`src/rtl/vga_pkg.sv`:
```
// vga_pkg: shared constants, standard mode timing sets and helper functions
// for the parametrised VGA raster engine.
package vga_pkg;

   // Colour layout: three channels packed {R,G,B}.
   localparam int RGB_CHANNELS    = 3;
   localparam int DEFAULT_COLOR_W = 4;
   localparam int PATTERN_BARS    = 8;

   typedef struct packed {
      logic [DEFAULT_COLOR_W-1:0] r;
      logic [DEFAULT_COLOR_W-1:0] g;
      logic [DEFAULT_COLOR_W-1:0] b;
   } rgb_def_t;

   // 640x480@60, 25.175 MHz nominal pixel clock (25 MHz in practice).
   localparam int M640_H_ACTIVE = 640;
   localparam int M640_H_FP     = 16;
   localparam int M640_H_SYNC   = 96;
   localparam int M640_H_BP     = 48;
   localparam int M640_V_ACTIVE = 480;
   localparam int M640_V_FP     = 10;
   localparam int M640_V_SYNC   = 2;
   localparam int M640_V_BP     = 33;
   localparam int M640_HS_POL   = 0;
   localparam int M640_VS_POL   = 0;

   // 800x600@60, 40 MHz pixel clock, positive syncs.
   localparam int M800_H_ACTIVE = 800;
   localparam int M800_H_FP     = 40;
   localparam int M800_H_SYNC   = 128;
   localparam int M800_H_BP     = 88;
   localparam int M800_V_ACTIVE = 600;
   localparam int M800_V_FP     = 1;
   localparam int M800_V_SYNC   = 4;
   localparam int M800_V_BP     = 23;
   localparam int M800_HS_POL   = 1;
   localparam int M800_VS_POL   = 1;

   // Bits needed to hold a counter running 0..n-1 (never less than 1).
   function automatic int cnt_width(input int n);
      return (n <= 2) ? 1 : $clog2(n);
   endfunction

   // First x coordinate of bar k, i.e. smallest x with (x*BARS)/h_active >= k.
   function automatic int bar_edge(input int k, input int h_active);
      return (k * h_active + PATTERN_BARS - 1) / PATTERN_BARS;
   endfunction

endpackage

```
`src/rtl/vga_pix_strobe.sv`:
```
// vga_pix_strobe: divides the system clock into a one-cycle pixel strobe.
// The divider restarts from 0 while en is low so the first strobe after
// enable (or reset release) lands exactly CLK_DIV cycles later.
module vga_pix_strobe
   import vga_pkg::*;
#(
   parameter int CLK_DIV = 4
) (
   input  logic clk,
   input  logic rst_n,
   input  logic en,
   output logic strobe
);

   generate
      if (CLK_DIV <= 1) begin : g_bypass
         assign strobe = 1'b1;
      end else begin : g_div
         localparam int DW = cnt_width(CLK_DIV);
         localparam logic [DW-1:0] DIV_LAST = DW'(CLK_DIV - 1);

         logic [DW-1:0] div_cnt;

         // Free-running 0..CLK_DIV-1 counter, held at 0 while disabled.
         always_ff @(posedge clk or negedge rst_n) begin
            if (!rst_n) begin
               div_cnt <= '0;
            end else if (!en || (div_cnt == DIV_LAST)) begin
               div_cnt <= '0;
            end else begin
               div_cnt <= div_cnt + 1'b1;
            end
         end

         assign strobe = (div_cnt == DIV_LAST);
      end
   endgenerate

endmodule

```
`src/rtl/vga_timing_gen_param.sv`:
```
// vga_timing_gen_param: parametrised VGA raster engine.
// Counters advance on the pixel strobe; the request stage publishes the
// coordinate of each active pixel, and the output stage registers the
// returned colour together with the delayed syncs one pixel period later.
// Optional build macro VGA_TEST_PATTERN_EN adds pattern_sel and an internal
// 8-bar colour generator.
module vga_timing_gen_param
   import vga_pkg::*;
#(
   parameter int CLK_DIV  = 4,
   parameter int COLOR_W  = DEFAULT_COLOR_W,
   parameter int H_ACTIVE = M640_H_ACTIVE,
   parameter int H_FP     = M640_H_FP,
   parameter int H_SYNC   = M640_H_SYNC,
   parameter int H_BP     = M640_H_BP,
   parameter int V_ACTIVE = M640_V_ACTIVE,
   parameter int V_FP     = M640_V_FP,
   parameter int V_SYNC   = M640_V_SYNC,
   parameter int V_BP     = M640_V_BP,
   parameter int HS_POL   = M640_HS_POL,
   parameter int VS_POL   = M640_VS_POL
) (
   input  logic                              CLK,
   input  logic                              RST_BTN,
   input  logic                              en,
   input  logic [RGB_CHANNELS*COLOR_W-1:0]   pix_rgb_i,
`ifdef VGA_TEST_PATTERN_EN
   input  logic                              pattern_sel,
`endif
   output logic                              pix_req,
   output logic [cnt_width(H_ACTIVE)-1:0]    pix_x,
   output logic [cnt_width(V_ACTIVE)-1:0]    pix_y,
   output logic                              line_start,
   output logic                              frame_start,
   output logic                              VGA_HS_O,
   output logic                              VGA_VS_O,
   output logic [COLOR_W-1:0]                VGA_R,
   output logic [COLOR_W-1:0]                VGA_G,
   output logic [COLOR_W-1:0]                VGA_B
);

   localparam int H_TOTAL = H_ACTIVE + H_FP + H_SYNC + H_BP;
   localparam int V_TOTAL = V_ACTIVE + V_FP + V_SYNC + V_BP;
   localparam int HW      = cnt_width(H_TOTAL);
   localparam int VW      = cnt_width(V_TOTAL);
   localparam int XW      = cnt_width(H_ACTIVE);
   localparam int YW      = cnt_width(V_ACTIVE);

   localparam logic [HW-1:0] H_LAST    = HW'(H_TOTAL - 1);
   localparam logic [HW-1:0] H_ACT_END = HW'(H_ACTIVE);
   localparam logic [HW-1:0] HS_START  = HW'(H_ACTIVE + H_FP);
   localparam logic [HW-1:0] HS_END    = HW'(H_ACTIVE + H_FP + H_SYNC - 1);
   localparam logic [VW-1:0] V_LAST    = VW'(V_TOTAL - 1);
   localparam logic [VW-1:0] V_ACT_END = VW'(V_ACTIVE);
   localparam logic [VW-1:0] VS_START  = VW'(V_ACTIVE + V_FP);
   localparam logic [VW-1:0] VS_END    = VW'(V_ACTIVE + V_FP + V_SYNC - 1);
   localparam logic          HS_ON     = 1'(HS_POL);
   localparam logic          VS_ON     = 1'(VS_POL);

   typedef struct packed {
      logic [COLOR_W-1:0] r;
      logic [COLOR_W-1:0] g;
      logic [COLOR_W-1:0] b;
   } rgb_t;

   logic          strobe;
   logic [HW-1:0] h_cnt;
   logic [VW-1:0] v_cnt;
   logic          active;
   logic          hs_act;
   logic          vs_act;
   logic          active_d;
   logic          hs_act_d;
   logic          vs_act_d;
   rgb_t          src_rgb;

   vga_pix_strobe #(
      .CLK_DIV (CLK_DIV)
   ) u_strobe (
      .clk    (CLK),
      .rst_n  (RST_BTN),
      .en     (en),
      .strobe (strobe)
   );

   // Raster counters: h wraps per line, v steps on the h wrap so vsync edges
   // always coincide with a line boundary.
   always_ff @(posedge CLK or negedge RST_BTN) begin
      if (!RST_BTN) begin
         h_cnt <= '0;
         v_cnt <= '0;
      end else if (!en) begin
         h_cnt <= '0;
         v_cnt <= '0;
      end else if (strobe) begin
         if (h_cnt == H_LAST) begin
            h_cnt <= '0;
            v_cnt <= (v_cnt == V_LAST) ? '0 : v_cnt + 1'b1;
         end else begin
            h_cnt <= h_cnt + 1'b1;
         end
      end
   end

   // Region decode on the current counter values.
   always_comb begin
      active = (h_cnt < H_ACT_END) && (v_cnt < V_ACT_END);
      hs_act = (h_cnt >= HS_START) && (h_cnt <= HS_END);
      vs_act = (v_cnt >= VS_START) && (v_cnt <= VS_END);
   end

   // Request stage: one-CLK pulses on the strobe, coordinates held between
   // strobes, region bits delayed for the output stage.
   always_ff @(posedge CLK or negedge RST_BTN) begin
      if (!RST_BTN) begin
         pix_req     <= 1'b0;
         line_start  <= 1'b0;
         frame_start <= 1'b0;
         pix_x       <= '0;
         pix_y       <= '0;
         active_d    <= 1'b0;
         hs_act_d    <= 1'b0;
         vs_act_d    <= 1'b0;
      end else if (!en) begin
         pix_req     <= 1'b0;
         line_start  <= 1'b0;
         frame_start <= 1'b0;
         pix_x       <= '0;
         pix_y       <= '0;
         active_d    <= 1'b0;
         hs_act_d    <= 1'b0;
         vs_act_d    <= 1'b0;
      end else begin
         pix_req     <= 1'b0;
         line_start  <= 1'b0;
         frame_start <= 1'b0;
         if (strobe) begin
            pix_req     <= active;
            line_start  <= (h_cnt == '0);
            frame_start <= (h_cnt == '0) && (v_cnt == '0);
            pix_x       <= active ? h_cnt[XW-1:0] : '0;
            pix_y       <= active ? v_cnt[YW-1:0] : '0;
            active_d    <= active;
            hs_act_d    <= hs_act;
            vs_act_d    <= vs_act;
         end
      end
   end

`ifdef VGA_TEST_PATTERN_EN
   logic [2:0] bar_idx;
   rgb_t       bar_rgb;

   // Colour source: 8 vertical bars keyed off the requested x (still held
   // on pix_x at the output strobe), or the external pixel source.
   always_comb begin
      bar_idx = '0;
      for (int k = 1; k < PATTERN_BARS; k++) begin
         if (pix_x >= XW'(bar_edge(k, H_ACTIVE))) begin
            bar_idx = 3'(k);
         end
      end
      bar_rgb.r = {COLOR_W{bar_idx[2]}};
      bar_rgb.g = {COLOR_W{bar_idx[1]}};
      bar_rgb.b = {COLOR_W{bar_idx[0]}};
      src_rgb   = pattern_sel ? bar_rgb : rgb_t'(pix_rgb_i);
   end
`else
   // Colour source: external pixel data only.
   always_comb begin
      src_rgb = rgb_t'(pix_rgb_i);
   end
`endif

   // Output stage: colour and syncs update together one pixel period after
   // the request; blanking forces colour to 0.
   always_ff @(posedge CLK or negedge RST_BTN) begin
      if (!RST_BTN) begin
         VGA_R    <= '0;
         VGA_G    <= '0;
         VGA_B    <= '0;
         VGA_HS_O <= ~HS_ON;
         VGA_VS_O <= ~VS_ON;
      end else if (!en) begin
         VGA_R    <= '0;
         VGA_G    <= '0;
         VGA_B    <= '0;
         VGA_HS_O <= ~HS_ON;
         VGA_VS_O <= ~VS_ON;
      end else if (strobe) begin
         VGA_R    <= active_d ? src_rgb.r : '0;
         VGA_G    <= active_d ? src_rgb.g : '0;
         VGA_B    <= active_d ? src_rgb.b : '0;
         VGA_HS_O <= hs_act_d ? HS_ON : ~HS_ON;
         VGA_VS_O <= vs_act_d ? VS_ON : ~VS_ON;
      end
   end

endmodule
```
`config.mk`:
```
export PLATFORM = sky130hd
export DESIGN_NAME = vga_timing_gen_param
export DESIGN_NICKNAME = d
export VERILOG_FILES = /design/src/rtl/vga_pkg.sv /design/src/rtl/vga_pix_strobe.sv /design/src/rtl/vga_timing_gen_param.sv
export SDC_FILE = /design/constraint.sdc
export NUM_CORES = 1
export LEC_CHECK = 0
export BUFFER_PORTS_ARGS = -buffer_cell sky130_fd_sc_hd__buf_2
export CORE_UTILIZATION = 33
export CTS_BUF_LIST = sky130_fd_sc_hd__clkbuf_4 sky130_fd_sc_hd__clkbuf_8
export CTS_CLUSTER_SIZE = 28
export DETAILED_ROUTE_END_ITERATION = 10
export HOLD_SLACK_MARGIN = 0.08
export PLACE_DENSITY = 0.5
export SLEW_MARGIN = 20
export SYNTH_ARGS = -nofsm -noshare
export SYNTH_HDL_FRONTEND = slang
export SYNTH_SLANG_ARGS = --single-unit
```
`constraint.sdc`:
```
create_clock -name CLK -period 1.75 [get_ports CLK]
set_input_delay 0.175 -clock CLK [delete_from_list [all_inputs] [get_ports CLK]]
set_output_delay 0.175 -clock CLK [all_outputs]
set_load 0.01 [all_outputs]
```
# After elaboration in Yosys (flattened, before gate mapping)
# Cells that the tools add are included.
# op_classes
add_sub_neg	3
order_cmp	6
eq_ne	5
mux	41
n_reduce_logical	9
# op_table
operator	count
$mux W10	10
$mux W4	9
$mux W9	3
$add A10 B1 Y10 const B	2
$eq A10 B10 Y1 const B	2
$logic_not A10 Y1	2
$mux W1	18
$ge A10 B10 Y1 const B	1
$ge A10 B9 Y1 const B	1
$le A10 B10 Y1 const B	1
$le A10 B9 Y1 const B	1
$lt A10 B10 Y1 const B	1
$lt A10 B9 Y1 const B	1
$logic_and A1 B1 Y1	4
$ne A2 B1 Y1 const B	2
$add A2 B1 Y2 const B	1
$eq A2 B2 Y1 const B	1
$mux W2	1
$reduce_and A2 Y1	1
$logic_not A1 Y1	1
$logic_or A1 B1 Y1	1
# word_totals
reg_bits	61
input_bits	15
output_inout_bits	36
word_cells	80

# Longest topological paths before layout
# logic_depth
word_depth	5
mapped_depth	7
mapped_depth_nobuf	6

# By module
# Synthesis repeated with hierarchy kept, for this count alone.
# unflattened
hier_cells	237
area_unflattened_um2	2680.1
# modules_own_cells
mod	n_inst	cells_per_inst	area_each_um2	seq_area_each_um2
vga_timing_gen_param	1	232	2596.2	1478.9
vga_pix_strobe	1	5	83.8	50.0

# Least setup slack after synthesis
# No wires, ideal clock.
# synth_timing
path_kind	register -> register
startpoint	register h_cnt[7]
endpoint	register v_cnt[9]
setup_time_ps	70
t_arrival_ps	1809
required_time_ps	1680
path_slack_ps	-129
stages_incl_launch_ff	5
n_path_buf	0
synth_period_minus_slack_ps	1879
path_cell_list	dfrtp_1 > or3_4 > nor4_4 > or4b_1 > nand3_1
# synth_via
elab_chain_len	3
# synth_lines
element	line	rtl
start, declared	vga_timing_gen_param.sv:67	logic [HW-1:0] h_cnt;
start signal, assigned	vga_timing_gen_param.sv:100	h_cnt <= h_cnt + 1'b1;
$eq A10 B10 Y1	vga_timing_gen_param.sv:96	if (h_cnt == H_LAST) begin
$ne A2 B1 Y1 (no source line)	-	
$reduce_and A2 Y1 (no source line)	-	
end signal, assigned	vga_timing_gen_param.sv:98	v_cnt <= (v_cnt == V_LAST) ? '0 : v_cnt + 1'b1;
end, declared	vga_timing_gen_param.sv:68	logic [VW-1:0] v_cnt;
# Every way passes these cells.
# A chain may end at the register's enable or synchronous reset.

# Worst setup path in the final report
# Same ends and word-level chain as after synthesis.

==> impl_metrics.tcl <==
set metrics [dict create \
    synth-seq-area-share 0.5637 \
    num_rows 32 \
    slew_headroom 0.6990 \
    cp-startpoint "h_cnt[7]$_DFFE_PN0N_" \
    cp_cell_sequence "or3_4 > nor4_4 > or4b_1 > nand3_1" \
    start_kind "flop" \
    yosys-top-cells-area "dfrtp_1, a22o_1, nand2_1" \
    setup_ws_ns 0.08321 \
    max_stage_delay_ns 0.46 \
    diodes 0 \
    p_leak_nw 1.753 \
    critPathBufInv 0 \
    synth_common_cells "dfrtp_1, a22o_1, nand2_1" \
    grt_pass1_vias 2160 \
    htree_num_levels 3 \
    worstSkewPairLatency_ns 0.34 \
    fmax_mhz 600.0 \
    power_switching_uw 643.5 \
    max_cap_viol_count 0 \
    clk_path_buf_depth 2 \
    endpoint_kind "flop" \
    cts_tree "built" \
    yosys.cell_count.top_type "dfrtp_1" \
    vias 2184 \
    antenna_found_initial 0 \
    dr.pass1.iters 6 \
    path_class "reg2reg" \
    nFillCells 735 \
    grt_max_degree 47 \
    seq_power_share 0.499 \
    gp_congestion 0.8307 \
    syn_nets 259 \
    initial_core_util 0.3457 \
    hp-class "in2reg" \
    synth-main-ff-cell "dfrtp_1" \
    final_net_count 348 \
    synth_edf_count 0 \
    power.share.clock 0.444 \
    fin_crit_ns 1.667 \
    r2r_setup_slack_ns 0.08 \
    cts_root_buf "clkbuf_8" \
    drt_iter0_drc 119 \
    layoutNonFillerInstCount 434 \
    core-area_sq_um 7848 \
    status "finished, final reports clean" \
    pre_cts_ws_ns 0.05564 \
    fin_util 0.4606 \
    syn_inst 239 \
    intPower_mw 2.212 \
    worstSetupPathDepth 4 \
    ys_seq_elements 61 \
    ir_drop_mv 0.3983 \
    clock_sinks 61 \
    ys_types 41 \
    crit_required_ns 2.03 \
    synth_area_sq_um 2713 \
    netlist.area_leader.share 0.5443 \
    drv_slew 0 \
    cp-endpoint "v_cnt[9]$_DFFE_PN0P_" \
    slowest_stage "or4b_1" \
    clkTransAtPathRegs_ns 0.07 \
    cts-buffers-inserted 9 \
    postRouteAntennaNets 0 \
    async_reset_ff_frac 1.000 \
    die_area_sq_um 8587 \
    die_h_um 92.67 \
    path_max_fanout 4 \
    yosys_warnings 0 \
    worst_hold_slack_ns 0.1356 \
    syn-mean-instance-area_sq_um 11.35 \
    wirelength_um 6633 \
    numPortBuffers 50 \
    cp.arrival_ns 1.94 \
    hold_viol_final 0 \
    drc_errors 0 \
    r2r-end "v_cnt[9]$_DFFE_PN0P_" \
    rsz0062_at_grt "yes" \
    fin_crit_sh 0.9525 \
    p_per_area_nw_per_um2 790.1 \
    die_x_um 92.67 \
    track_usage 0.1671 \
    critical_path.top_delay_family "simple AND/OR/NAND/NOR gates" \
    grt_pass1_wl_um 10960 \
    wl_per_cell_um 15.28 \
    setup_violations 0 \
    timing.rr.start "h_cnt[7]$_DFFE_PN0N_" \
    rr_worst_depth 4 \
    io_pins 51 \
    dp_hpwl_um 4637 \
    area_delta_synth_final_pct 33.26 \
    worst_slew_pin_slew_ns 0.4515 \
    clock_skew_ns 0.01010 \
    drive_above_1_share 0.3253 \
    vias_per_cell 5.032 \
    yosys.area.top_type "dfrtp_1" \
    placed_cells 405 \
    grt_overflow 0 \
    swShare 0.2253 \
    pwr-share-comb 0.058 \
]
-- metal layers --
layer  up-vias  global-route usage  part of all wire
met3        14             0.03941             0.041
met2        55              0.2469              0.42
met5         -                   0                 0
met4         0             0.07692             0.021
li1       1067                   -                 -
met1      1048              0.2316              0.52
-- registers in the layout, summed over array words and instances (netlist names) --
| signal | count |
|---|---|
| h_cnt | 10 |
| pix_x | 10 |
| v_cnt | 10 |
| pix_y | 9 |
| VGA_B | 4 |
| VGA_G | 4 |
| VGA_R | 4 |
| u_strobe.g_div.div_cnt | 2 |
| VGA_HS_O | 1 |
| VGA_VS_O | 1 |
| active_d | 1 |
| frame_start | 1 |
| hs_act_d | 1 |
| line_start | 1 |
| pix_req | 1 |
| vs_act_d | 1 |
-- layout by cell type (no fill, tap or decap), types with 3 or more instances in the layout --
master         synthesis  routed
dfrtp_1               59      57
buf_12                 0       3
nand3_1               13      13
and2_1                 7       7
buf_4                  3      27
nor2_1                 5       5
nor3_1                 6       5
a31oi_1                3       3
clkbuf_8               0      11
a22o_1                30      30
dlygate4sd3_1          0      13
and4_1                 3       3
nor4_1                 4       4
nand4_1                6       6
o21ai_0               10      10
ha_1                   5       3
o31ai_1                4       4
buf_2                  0      50
nand2_1               24      24
inv_1                  7       7
o211ai_1               4       4
xor2_1                 4       4
-- power by group through the flow --
stage          logic, mW  registers, mW  clock network, mW
3_5_place_dp       0.143           1.45                  0
5_1_grt            0.182           1.42               1.37
3_3_place_gp       0.142           1.45                  0
4_1_cts            0.166           1.42               1.30
2_1_floorplan     0.0517           1.45                  0
6_report           0.164           1.42               1.27
-- layout make-up --
type	instances	area, sq um	area share
flip-flops and latches	61	1531	0.4237
multi-input cells	156	1087	0.3008
repair buffers	93	643.1	0.1779
clock buffers	11	151.4	0.04188
well taps	102	127.6	0.03531
clock inverters	4	47.55	0.01315
inverters	7	26.28	0.007269
-- kinds of logic after synthesis --
group                      count (synthesis)  synth area share
adders and majority gates                  5           0.02306
muxes                                      3           0.01153
AOI/OAI and AO/OA                         59            0.1693
and+or+nand+nor                           83            0.1702
xor gates and xnor gates                   6           0.01937
DFF                                       61            0.5637
buffers and inverters                     22           0.04290
-- worst min path at each step --
stage,from,to,slack [ns],depth (start not counted)
floorplan,RST_BTN,VGA_B[0]$_DFFE_PN0N_,-0.12,0
global route,en,VGA_HS_O$_DFFE_PN1N_,0.14,2
CTS,en,VGA_HS_O$_DFFE_PN1N_,0.12,2
global placement,RST_BTN,VGA_G[3]$_DFFE_PN0N_,0.12,1
finish,en,VGA_HS_O$_DFFE_PN1N_,0.14,2
detailed placement,RST_BTN,pix_req$_DFF_PN0_,0.12,1
-- per-stage QoR --
stage	setup TNS (ns)	total power, mW	cell area, sq um
2_1_floorplan	0	1.504	2715
3_3_place_gp	0	1.592	3266
3_5_place_dp	0	1.593	3266
4_1_cts	0	2.893	3595
5_1_grt	-0.003096	2.974	3615
6_report	0	2.856	3615
-- what timing repair did --
item | 4_1_cts | 5_1_grt
hold endpoints to repair | 27 | 0
endpoints found under the setup margin | 0 | 3
resized for setup | 0 | 4
hold buffers | 13 | 0
buffers inserted | 0 | 1
Note: power is estimated with default switching activity, not from simulation.
